`config.mk`:
```
export PLATFORM = sky130hd
export DESIGN_NAME = soc_boot_loader
export DESIGN_NICKNAME = d
export VERILOG_FILES = /design/src/rtl/soc_boot_pkg.sv /design/src/rtl/soc_boot_loader.sv
export SDC_FILE = /design/constraint.sdc
export NUM_CORES = 1
export LEC_CHECK = 0
export BUFFER_PORTS_ARGS = -buffer_cell sky130_fd_sc_hd__buf_4
export CORE_ASPECT_RATIO = 0.75
export CORE_MARGIN = 2
export CORE_UTILIZATION = 40
export CTS_CLUSTER_SIZE = 16
export DETAILED_ROUTE_END_ITERATION = 8
export HOLD_SLACK_MARGIN = 0.02
export PLACE_DENSITY = 0.65
export SYNTH_ARGS = -nofsm -noshare
export SYNTH_HDL_FRONTEND = slang
export SYNTH_SLANG_ARGS = --single-unit
```
`constraint.sdc`:
```
create_clock -name clk -period 3.4 [get_ports clk]
set_clock_uncertainty 0.2 [all_clocks]
set_input_delay 0.17 -clock clk [delete_from_list [all_inputs] [get_ports clk]]
set_output_delay 0.17 -clock clk [all_outputs]
set_load 0.01 [all_outputs]
```
`src/rtl/soc_boot_pkg.sv`:
```
// Shared types and constants for the boot-image copy engine.
package soc_boot_pkg;

  typedef enum logic [1:0] {
    IDLE,
    COPY,
    DRAIN,
    DONE
  } boot_state_t;

  // Byte address = word index << BOOT_WORD_SHIFT (32-bit words).
  localparam int BOOT_WORD_SHIFT = 2;

endpackage

```
`src/rtl/soc_boot_loader.sv`:
```
// Copies the boot ROM image into boot RAM one word per cycle, holding the CPU
// in reset until the copy lands, and accumulating an additive checksum.
module soc_boot_loader
  import soc_boot_pkg::*;
#(
  parameter int              AW         = 32,
  parameter int              DW         = 32,
  parameter int              ROM_WORDS  = 64,
  parameter logic [AW-1:0]   ROM_BASE   = '0,
  parameter logic [AW-1:0]   RAM_BASE   = '0,
  parameter bit              AUTO_START = 1'b1
) (
  input  logic          clk,
  input  logic          rst,
  input  logic          start_i,
  output logic [AW-1:0] rom_addr_o,
  output logic          rom_en_o,
  input  logic [DW-1:0] rom_dout_i,
  output logic [AW-1:0] ram_addr_o,
  output logic [DW-1:0] ram_din_o,
  output logic          ram_en_o,
  output logic          ram_we_o,
  input  logic          ram_stall_i,
  output logic          cpu_rst_o,
  output logic          busy_o,
  output logic          done_o,
  output logic [DW-1:0] checksum_o
);

  localparam int            IW       = (ROM_WORDS > 1) ? $clog2(ROM_WORDS) : 1;
  localparam logic [IW-1:0] LAST_IDX = IW'(ROM_WORDS - 1);

  function automatic logic [AW-1:0] word_addr(input logic [AW-1:0] base,
                                              input logic [IW-1:0] idx);
    return base + (AW'(idx) << BOOT_WORD_SHIFT);
  endfunction

  function automatic logic [DW-1:0] sum_wrap(input logic [DW-1:0] acc,
                                             input logic [DW-1:0] word);
    return acc + word;
  endfunction

  boot_state_t   state;
  logic          auto_pend;
  logic [IW-1:0] rd_idx_p0;
  logic [IW-1:0] wr_idx_p1;
  logic [DW-1:0] wdata_p1;
  logic          vld_p1;
  logic [DW-1:0] checksum;
  logic          busy_q;
  logic          done_q;
  logic          cpu_rst_q;

  always_ff @(posedge clk or negedge rst) begin
    if (!rst) begin
      state     <= IDLE;
      auto_pend <= AUTO_START;
      rd_idx_p0 <= '0;
      wr_idx_p1 <= '0;
      wdata_p1  <= '0;
      vld_p1    <= 1'b0;
      checksum  <= '0;
      busy_q    <= 1'b0;
      done_q    <= 1'b0;
      cpu_rst_q <= 1'b1;
    end else begin
      auto_pend <= 1'b0;
      case (state)
        IDLE, DONE: begin
          // The auto-start request only counts on the first clock out of reset.
          if (start_i || (state == IDLE && auto_pend)) begin
            state     <= COPY;
            rd_idx_p0 <= '0;
            vld_p1    <= 1'b0;
            checksum  <= '0;
            busy_q    <= 1'b1;
            done_q    <= 1'b0;
            cpu_rst_q <= 1'b1;
          end
        end
        COPY: begin
          // p0 -> p1: ROM read data lands in the write register unless RAM stalls.
          if (!ram_stall_i) begin
            wdata_p1  <= rom_dout_i;
            wr_idx_p1 <= rd_idx_p0;
            vld_p1    <= 1'b1;
            checksum  <= sum_wrap(checksum, rom_dout_i);
            rd_idx_p0 <= rd_idx_p0 + 1'b1;
            if (rd_idx_p0 == LAST_IDX) begin
              state <= DRAIN;
            end
          end
        end
        DRAIN: begin
          if (vld_p1 && !ram_stall_i) begin
            vld_p1    <= 1'b0;
            state     <= DONE;
            busy_q    <= 1'b0;
            done_q    <= 1'b1;
            cpu_rst_q <= 1'b0;
          end
        end
        default: state <= IDLE;
      endcase
    end
  end

  assign rom_en_o   = (state == COPY);
  assign rom_addr_o = rom_en_o ? word_addr(ROM_BASE, rd_idx_p0) : ROM_BASE;

  assign ram_en_o   = vld_p1;
  assign ram_we_o   = vld_p1;
  assign ram_addr_o = word_addr(RAM_BASE, wr_idx_p1);
  assign ram_din_o  = wdata_p1;

  assign busy_o     = busy_q;
  assign done_o     = done_q;
  assign cpu_rst_o  = cpu_rst_q;
  assign checksum_o = checksum;

endmodule
```
==> impl_metrics.toml, run 1 <==
[outcome]
status = "completed"

[sta]
hold-worst-slack_ps = 145
max_freq_mhz = 325
setup_viol = 0
slew_viol_final = 0
hold_violations = 0
finalCritPeriodShare_pct = 90.4
tns_ps = 0
rsz0062_at_grt = "no"
slew_headroom_pct = 29.3
post-route-min-period_ps = 3070
max_slew.worst_pin.slew_ps = 1060

[layout]
utilization_pct = 52.9
drive_gt1_share_pct = 26.6
syn_to_final_growth_pct = 29.5
num_antenna_cells = 0
nets = 775

[critical_path]
start_kind = "input pin"
rr_endpoint = "checksum_o[26]"
critPathArrivalTime_ps = 3090
rr_startpoint = "checksum_o[0]"
cp_slowest_stage_delay_ps = 540
reg2reg_depth = 12
crit_path_end_kind = "register"
crit_chain = "dlygate4sd3_1, buf_4, ha_1, inv_1, fa_1, nor2b_1, o31ai_1, nand2_1, a41o_1, a21oi_2, o21ai_1, a41oi_1, xor2_1, o21ai_0"
crit_type = "input pin to register"
path_buf_inv = 3
crit_family = "compound AO/OA/AOI/OAI gates"
critPathRequiredTime_ps = 3420
cp_slowest_cell = "dlygate4sd3_1"
r2r_slack_ps = 440
critPathMaxFanout = 4

[placed_design]
gp_routability_congestion = 0.892
hpwl_mm = 9.54
portBuffers = 117

[pwr]
p_sw_w = 0.00205
design_power_total_w = 0.00532
clock_power_share_pct = 20.9
p_int_w = 0.00328
p_comb_share_pct = 49.4
peakVddDrop_uv = 404
p_sw_share_pct = 38.5
p_leak_nw = 3.41
power.density_nw_per_um2 = 775
seqPwrFrac_pct = 29.6

[logic_synthesis]
synth_seq_cells = 83
yosys_warnings = 0
synth_top_cell_by_area = "dfrtp_1"
ys_top_cells_by_area = "dfrtp_1 (38%), ha_1 (8.5%), mux2_2 (8.3%), buf_4 (7.5%), o21ai_0 (5.1%)"
yosysTopAreaCellShare_pct = 38.2
syn-instance-count = 553
synth-edff-count = 0
synth_most_common_cell = "dfrtp_1"
netlist-cell-type-count = 49
synth_top_flop_cell = "dfrtp_1"
async_reset_ff_share_pct = 100
syn_area_um2 = 5300
ys_seq_area_share_pct = 39.2
syn_area_per_cell_um2 = 9.59
synth_common_cells = "dfrtp_1 (81), nand2_1 (58), o21ai_0 (54)"

[detailed_routing]
drt-initial-drc-count = 209
wl_mm = 13.1
post_drt_wl_per_cell_um = 14.9
drc = 0
viasPerCell = 5.04
vias = 4429
antenna_left = 0
first_pass_iters = 5

[floorplan]
dieArea_um2 = 14200
die-width_um = 137
core_area_um2 = 13000
ios = 170
core.rowCount = 36
die_y_um = 104
initial_utilization_pct = 40.9

[min_path]
min_from = "start_i"
hp-class = "input pin to register"
holdPathStages = 5
holdPathEnd = "done_o"

[clocking]
worstSkewPairLatency_ps = 340
clock_sinks = 83
htreeDepth = 3
cts-root-buf = "clkbuf_16"
cts_buffer_depth = 2
cts_tree = "yes"
cts_resized = 0
cts_buffers = 9
clk_pin_slew_ps = 60

[global_route]
global_route.usage.met3_pct = 4.85
grtUsageTotal_pct = 18.7
grt_pass1_wl_mm = 21.4
use_met1_pct = 26.2
grt_use_met2_pct = 28.8
antenna_found_initial = 0
first_global_vias = 4248
grt_overflow = 0
busiest_layer = "met2"
grt_max_degree = 60

[flow_run]
maxCapViolations = 0
==> routing by layer <==
| layer | wire (um) | share of wire (%) |
|---|---|---|
| met5 | 0 | 0 |
| met4 | 120 | 0.91 |
| met3 | 776 | 5.9 |
| met2 | 6000 | 46 |
| met1 | 6230 | 47 |
==> per-stage QoR <==
stage | area (um^2) | cells | setup WS (ps)
3_5_place_dp | 6190 | 828 | 469
6_report | 6870 | 878 | 326
2_1_floorplan | 5500 | 605 | 648
5_1_grt | 6870 | 878 | 125
4_1_cts | 6870 | 878 | 349
3_3_place_gp | 6190 | 828 | 549
==> worst register-to-register path, stage by stage (launching register included) <==
cell and delay [ps]:
dfrtp_1 390, ha_1 220, inv_1 80, fa_1 210, nor2b_1 80, o31ai_1 290, nand2_1 150, a41o_1 300
a21oi_2 240, o21ai_1 170, a41oi_1 270, xor2_1 160, o21ai_0 90
==> state kept, by name, summed over array words and instances (netlist names) <==
name	cells
checksum_o	32
ram_din_o	32
rd_idx_p0	6
wr_idx_p1	6
state	2
auto_pend	1
busy_o	1
cpu_rst_o	1
done_o	1
ram_en_o	1
==> cell usage in the layout (no fill, tap or decap), drive strengths merged, types with 2 or more instances in the layout <==
cell type / Yosys / layout
a211o: 2 / 2
a211oi: 5 / 5
a21o: 18 / 18
a21oi: 38 / 38
a22o: 7 / 7
a31oi: 5 / 5
a32o: 2 / 2
a41o: 2 / 2
and2: 6 / 6
buf: 56 / 124
bufinv: 0 / 3
clkbuf: 16 / 10
clkinv: 0 / 3
conb: 1 / 53
dfrtp: 81 / 81
dfstp: 2 / 2
dlygate4sd3: 0 / 34
ha: 36 / 36
inv: 14 / 14
mux2: 39 / 39
nand2: 58 / 58
nand2b: 4 / 4
nand3: 11 / 11
nand4: 2 / 2
nor2: 18 / 18
nor2b: 6 / 6
nor3: 8 / 8
o21a: 3 / 3
o21ai: 57 / 57
o21bai: 9 / 9
o31ai: 6 / 6
or4: 2 / 2
xnor2: 14 / 14
xor2: 12 / 12
==> power by group through the flow <==
stage	sequential [W]	combinational (W)	clock, W
after floorplan	0.00171	0.00152	0
final	0.00158	0.00263	0.00111
after global routing	0.00163	0.00290	0.00118
after detailed placement	0.00159	0.00259	0
after CTS	0.00158	0.00264	0.00114
after global placement	0.00157	0.00255	0
==> layout make-up <==
cell class / count / area (um^2)
inverter: 14 / 52.6
multi-input combinational: 436 / 2910
fill: 1191 / 6110
tap: 171 / 214
clock buffer: 10 / 229
timing repair buffer: 158 / 1270
clock inverter: 6 / 105
sequential: 83 / 2080
==> kinds of logic after synthesis <==
group,Yosys count,share of synthesized area (%)
simple gates,121,10.4
buf+inv,86,9.84
other cells,1,0.0707
xor+xnor,26,4.30
flops,83,39.2
fa+ha+maj,37,8.87
compound gates,160,19.0
mux,39,8.28
==> how the worst max path moves through the flow <==
stage	start	end	depth (start not counted)
after floorplan	checksum_o[1]	checksum_o[23]	9
after global placement	checksum_o[0]	checksum_o[26]	12
after detailed placement	checksum_o[1]	checksum_o[29]	10
after CTS	rom_dout_i[0]	checksum_o[26]	14
after global routing	rom_dout_i[0]	checksum_o[26]	14
final	rom_dout_i[0]	checksum_o[26]	14
==> what timing repair did <==
action,CTS,global route
hold buffers,34,0
endpoints found under the hold margin,90,0
setup buffers,0,0
Note: power is estimated with default switching activity, not from simulation.
==> run 2, diff against run 1 <==
--- a/config.mk
+++ b/config.mk
@@ -7,7 +7,7 @@
 export LEC_CHECK = 0
 export BUFFER_PORTS_ARGS = -buffer_cell sky130_fd_sc_hd__buf_4
 export CORE_ASPECT_RATIO = 0.75
-export CORE_MARGIN = 2
+export CORE_MARGIN = 5
 export CORE_UTILIZATION = 40
 export CTS_CLUSTER_SIZE = 16
 export DETAILED_ROUTE_END_ITERATION = 8
==> run 2 against run 1 <==
Net effect: final cell count decreased by 0.11%; register-to-register slack got worse by 60 ps; non-clock buffer count decreased by 1; largest power group unchanged; routed wire length increased by 4.1%; critical path depth decreased by 2; highest routed layer unchanged; first-iteration DRC count decreased by 11%; die area increased by 10%; global-route usage decreased by 0.99 points; cell area decreased by 0.77%; flip-flop and latch count unchanged.
==> impl_metrics.toml, run 2 (synthesized netlist as in run 1, its figures left out) <==
[outcome]
status = "completed"

[pwr]
p_leak_nw = 3.38
peakVddDrop_uv = 423
power.density_nw_per_um2 = 761

[critical_path]
crit_type = "input pin to register"
critPathArrivalTime_ps = 3140
critPathMaxFanout = 3
critPathRequiredTime_ps = 3420
reg2reg_depth = 10
rr_endpoint = "checksum_o[29]"
rr_startpoint = "checksum_o[1]"
crit_top_cell = "o21ai_1"
cp_slowest_cell = "dlygate4sd3_1"
r2r_slack_ps = 380
start_kind = "input pin"
crit_chain = "dlygate4sd3_1, buf_4, ha_1, a211o_1, a2111o_1, nand3_2, o21ai_1, a21oi_2, o21ai_1, a211oi_1, xor2_1, o21ai_0"
cp_slowest_stage_delay_ps = 550
crit_path_end_kind = "register"

[layout]
fill_cells = 1206
num_antenna_cells = 0
register_area_um2 = 2080
final_common_cell = "buf_4"
syn_to_final_growth_pct = 28.5
multiInputGateArea_um2 = 2910
design_area_um2 = 6810
drive_gt1_share_pct = 26.1
nets = 774
final_cells = 877
layout_common_cells = "buf_4 (123), dfrtp_1 (81), nand2_1 (58), o21ai_0 (54), conb_1 (53)"

[global_route]
first_global_vias = 4319
antenna_found_initial = 0
grt_overflow = 0
grt_max_degree = 74
global_route.usage.met3_pct = 5.13
grt_pass1_wl_mm = 21.9
grtUsageTotal_pct = 17.7
busiest_layer = "met2"
grt_use_met2_pct = 27.6
use_met1_pct = 23.7

[clocking]
cts_setup_buffers = 0
htreeDepth = 3
cts-root-buf = "clkbuf_16"
cts_buffers = 9
cts_tree = "yes"
cts_buffer_depth = 2
worstSkewPairLatency_ps = 350
clk_pin_slew_ps = 60
clock_sinks = 83

[placed_design]
placed_area_um2 = 6180
dp.cells = 827
hpwl_mm = 10.1
gp_routability_congestion = 0.885
place_ws_ps = 443
portBuffers = 117

[floorplan]
die-width_um = 143
dieArea_um2 = 15700
die_y_um = 110
ios = 170
core.rowCount = 36
core_area_um2 = 13000
initial_utilization_pct = 40.9

[min_path]
holdPathStages = 5
hp-class = "input pin to register"
holdPathEnd = "ram_en_o"
min_from = "start_i"

[detailed_routing]
viasPerCell = 5.00
vias = 4383
drt-initial-drc-count = 186
first_pass_iters = 4
drc = 0
antenna_left = 0
wl_mm = 13.7
post_drt_wl_per_cell_um = 15.6

[sta]
post-route-min-period_ps = 3120
slew_viol_final = 0
finalCritPeriodShare_pct = 91.8
worst_slack_ps = 278
tns_ps = 0
hold-worst-slack_ps = 114
slew_headroom_pct = 27.6
max_slew.worst_pin.slew_ps = 1080
hold_violations = 0
rsz0062_at_grt = "no"
setup_viol = 0
max_freq_mhz = 320

[flow_run]
maxCapViolations = 0
==> run 2: cell count changes in the layout (fill, tap and decap cells not counted), sizes merged <==
cell | previous run | this run
buf | 124 | 123
bufinv | 3 | 1
clkbuf | 10 | 14
clkinv | 3 | 1
==> run 2: layout make-up <==
type	count	area share, %
sequential	83	30.5
timing repair buffer	157	18.5
clock inverter	2	0.514
inverter	14	0.771
clock buffer	14	3.73
multi-input combinational	436	42.8
tap	171	3.14
==> run 2: repair_timing <==
action	CTS	global route
hold buffers	34	0
endpoints found under the hold margin	105	0
gates resized for setup	0	0
==> run 2: worst max-delay path by stage <==
stage / end / start / slack (ps)
finish: checksum_o[29] / rom_dout_i[1] / 280
global route: checksum_o[26] / rom_dout_i[7] / 40
detailed placement: checksum_o[29] / checksum_o[1] / 440
CTS: checksum_o[30] / rom_dout_i[0] / 350
floorplan: checksum_o[23] / checksum_o[1] / 650
global placement: checksum_o[31] / checksum_o[1] / 510
==> run 2: power breakdown <==
group | internal, W | total, W | switching, W
clock network | 0.000589 | 0.000969 | 0.000380
logic | 0.00122 | 0.00264 | 0.00142
registers | 0.00135 | 0.00157 | 0.000229
total | 0.00315 | 0.00518 | 0.00203
==> run 2: routing by layer <==
metal / part of all wire (%) / vias to the layer above / wire length [um]
met5: 0 / - / 0
met4: 1.4 / 0 / 198
met3: 6.8 / 15 / 927
met2: 46 / 128 / 6250
met1: 46 / 2089 / 6290
li1: - / 2151 / -
==> run 2: critical path, delay by kind of cell <==
family	cells	cell delay (ps)
AO/OA/AOI/OAI	7	1690
buffers and inverters	2	700
adder cells (fa/ha/maj)	1	300
XOR/XNOR	1	170
AND/OR/NAND/NOR	1	110
==> run 2: metrics by stage <==
stage          power, W  utilization, %
3_5_place_dp    0.00422            47.7
4_1_cts         0.00526            52.5
6_report        0.00518            52.5
2_1_floorplan   0.00323               -
5_1_grt         0.00560            52.5
3_3_place_gp    0.00415            47.7
==> run 3, diff against run 2 <==
--- a/config.mk
+++ b/config.mk
@@ -6,8 +6,8 @@
 export NUM_CORES = 1
 export LEC_CHECK = 0
 export BUFFER_PORTS_ARGS = -buffer_cell sky130_fd_sc_hd__buf_4
+export CAP_MARGIN = 20
 export CORE_ASPECT_RATIO = 0.75
-export CORE_MARGIN = 5
 export CORE_UTILIZATION = 40
 export CTS_CLUSTER_SIZE = 16
 export DETAILED_ROUTE_END_ITERATION = 8
==> run 3 against run 2 <==
Net effect: flip-flop and latch count stayed put; non-clock buffer count unchanged; combinational power about the same; routed wire length shrank 6.2%; total power up 3.2%; maximum frequency is 0.81% lower; utilization increased by 0.47 points; critical path depth up 2; die area decreased by 12%; sequential power about the same.
==> impl_metrics.toml, run 3 (synthesized netlist as in run 1, its figures left out) <==
[global_route]
first_global_vias = 4118
grt_max_degree = 73
grt_pass1_wl_mm = 20.4
antenna_found_initial = 0
grtUsageTotal_pct = 19.2
grt_overflow = 0

[min_path]
hp-class = "input pin to register"

[floorplan]
core.rowCount = 36
dieArea_um2 = 13700
die-width_um = 135
ios = 170
die_y_um = 102
core_area_um2 = 13000
initial_utilization_pct = 40.9

[layout]
syn_to_final_growth_pct = 29.7
final_common_cell = "buf_4"
layout_common_cells = "buf_4 (123), dfrtp_1 (81), nand2_1 (58), o21ai_0 (54), conb_1 (53)"
drive_gt1_share_pct = 26.6
fill_cells = 1210
num_antenna_cells = 0
nets = 774

[clocking]
cts_resized = 0
clock_sinks = 83
htreeDepth = 3
cts_buffer_depth = 2
cts_buffers = 9
cts_tree = "yes"
cts-root-buf = "clkbuf_16"
clk_pin_slew_ps = 60
worstSkewPairLatency_ps = 350

[flow_run]
maxCapViolations = 0

[critical_path]
crit_type = "input pin to register"
start_kind = "input pin"
rr_endpoint = "checksum_o[26]"
critPathRequiredTime_ps = 3430
reg2reg_depth = 12
r2r_slack_ps = 360
crit_path_end_kind = "register"
critPathArrivalTime_ps = 3180
rr_startpoint = "checksum_o[0]"
cp_slowest_cell = "dlygate4sd3_1"
critPathMaxFanout = 4
crit_chain = "dlygate4sd3_1, buf_4, ha_1, inv_1, fa_1, nor2b_1, o31ai_1, nand2_1, a41o_1, a21oi_2, o21ai_1, a41oi_1, xor2_1, o21ai_0"
cp_slowest_stage_delay_ps = 550
critPathCapture = "checksum_o[26]"
crit_start = "rom_dout_i[0]"

[detailed_routing]
vias = 4382
viasPerCell = 5.00
drt-initial-drc-count = 155
drc = 0
first_pass_iters = 4
post_drt_wl_per_cell_um = 14.6
wl_mm = 12.8
antenna_left = 0

[placed_design]
place_ws_ps = 415
gp_routability_congestion = 0.859
hpwl_mm = 9.30
portBuffers = 117

[pwr]
p_leak_nw = 3.40
power.density_nw_per_um2 = 778
p_int_w = 0.00330
seqPwrFrac_pct = 29.5
p_sw_w = 0.00205
p_sw_share_pct = 38.3
design_power_total_w = 0.00535
p_comb_share_pct = 49.0
peakVddDrop_uv = 362
clock_power_share_pct = 21.5

[sta]
rsz0062_at_grt = "no"
worst_slack_ps = 253
post-route-min-period_ps = 3150
hold-worst-slack_ps = 117
tns_ps = 0
max_freq_mhz = 318
slew_headroom_pct = 31.1
finalCritPeriodShare_pct = 92.6
setup_viol = 0
max_slew.worst_pin.slew_ps = 1030
hold_violations = 0
slew_viol_final = 0

[outcome]
status = "completed"
==> run 3: cell count changes in the layout (fill, tap and decap cells not counted) <==
cell | before | now
clkinvlp_4 | 0 | 1
inv_6 | 0 | 1
clkbuf_1 | 4 | 0
bufinv_16 | 1 | 3
==> run 3: per-stage QoR <==
stage / utilization [%] / cell area [um^2] / std cells
floorplan: - / 5500 / 605
global placement: 47.7 / 6180 / 827
detailed placement: 47.7 / 6180 / 827
CTS: 53.0 / 6870 / 877
global route: 53.0 / 6870 / 877
finish: 53.0 / 6870 / 877
==> run 3: power groups by stage <==
| stage | combinational, W | clock (W) | sequential (W) |
|---|---|---|---|
| 5_1_grt | 0.00290 | 0.00122 | 0.00163 |
| 2_1_floorplan | 0.00152 | 0 | 0.00171 |
| 4_1_cts | 0.00263 | 0.00118 | 0.00158 |
| 3_5_place_dp | 0.00259 | 0 | 0.00159 |
| 3_3_place_gp | 0.00254 | 0 | 0.00157 |
| 6_report | 0.00262 | 0.00115 | 0.00158 |
==> run 3: area by class of cell <==
type	instances	area, um^2	area share (%)
clock inverters	6	111	1.62
well taps	171	214	3.11
repair buffers	157	1260	18.4
flip-flops and latches	83	2080	30.3
multi-input cells	436	2910	42.4
inverters	14	52.6	0.764
clock buffers	10	239	3.48
==> run 3: how the worst min path moves through the flow <==
stage | from | end | slack (ps) | depth (start not counted)
after floorplan | rst | busy_o | -330 | 0
after global placement | rst | ram_din_o[16] | 160 | 1
after detailed placement | rst | ram_din_o[16] | 180 | 1
after CTS | start_i | ram_en_o | 110 | 5
after global routing | start_i | ram_en_o | 150 | 5
final | start_i | ram_en_o | 120 | 5
==> run 3: critical path: cells and delay by family <==
kind,cells,cell delay (ps)
adders and majority gates,2,430
AOI/OAI and AO/OA,6,1400
xor gates and xnor gates,1,160
and+or+nand+nor,2,250
buffers and inverters,3,770
==> run 3: routing by layer <==
layer | wire (um) | global-route usage, %
met5 | 0 | 0
met4 | 172 | 6.31
met2 | 5790 | 30.3
met1 | 6160 | 25.3
met3 | 687 | 5.61
==> run 3: timing repair <==
item | 4_1_cts | 5_1_grt
hold buffers | 34 | 0
buffers inserted | 0 | 0
hold endpoints to repair | 103 | 0
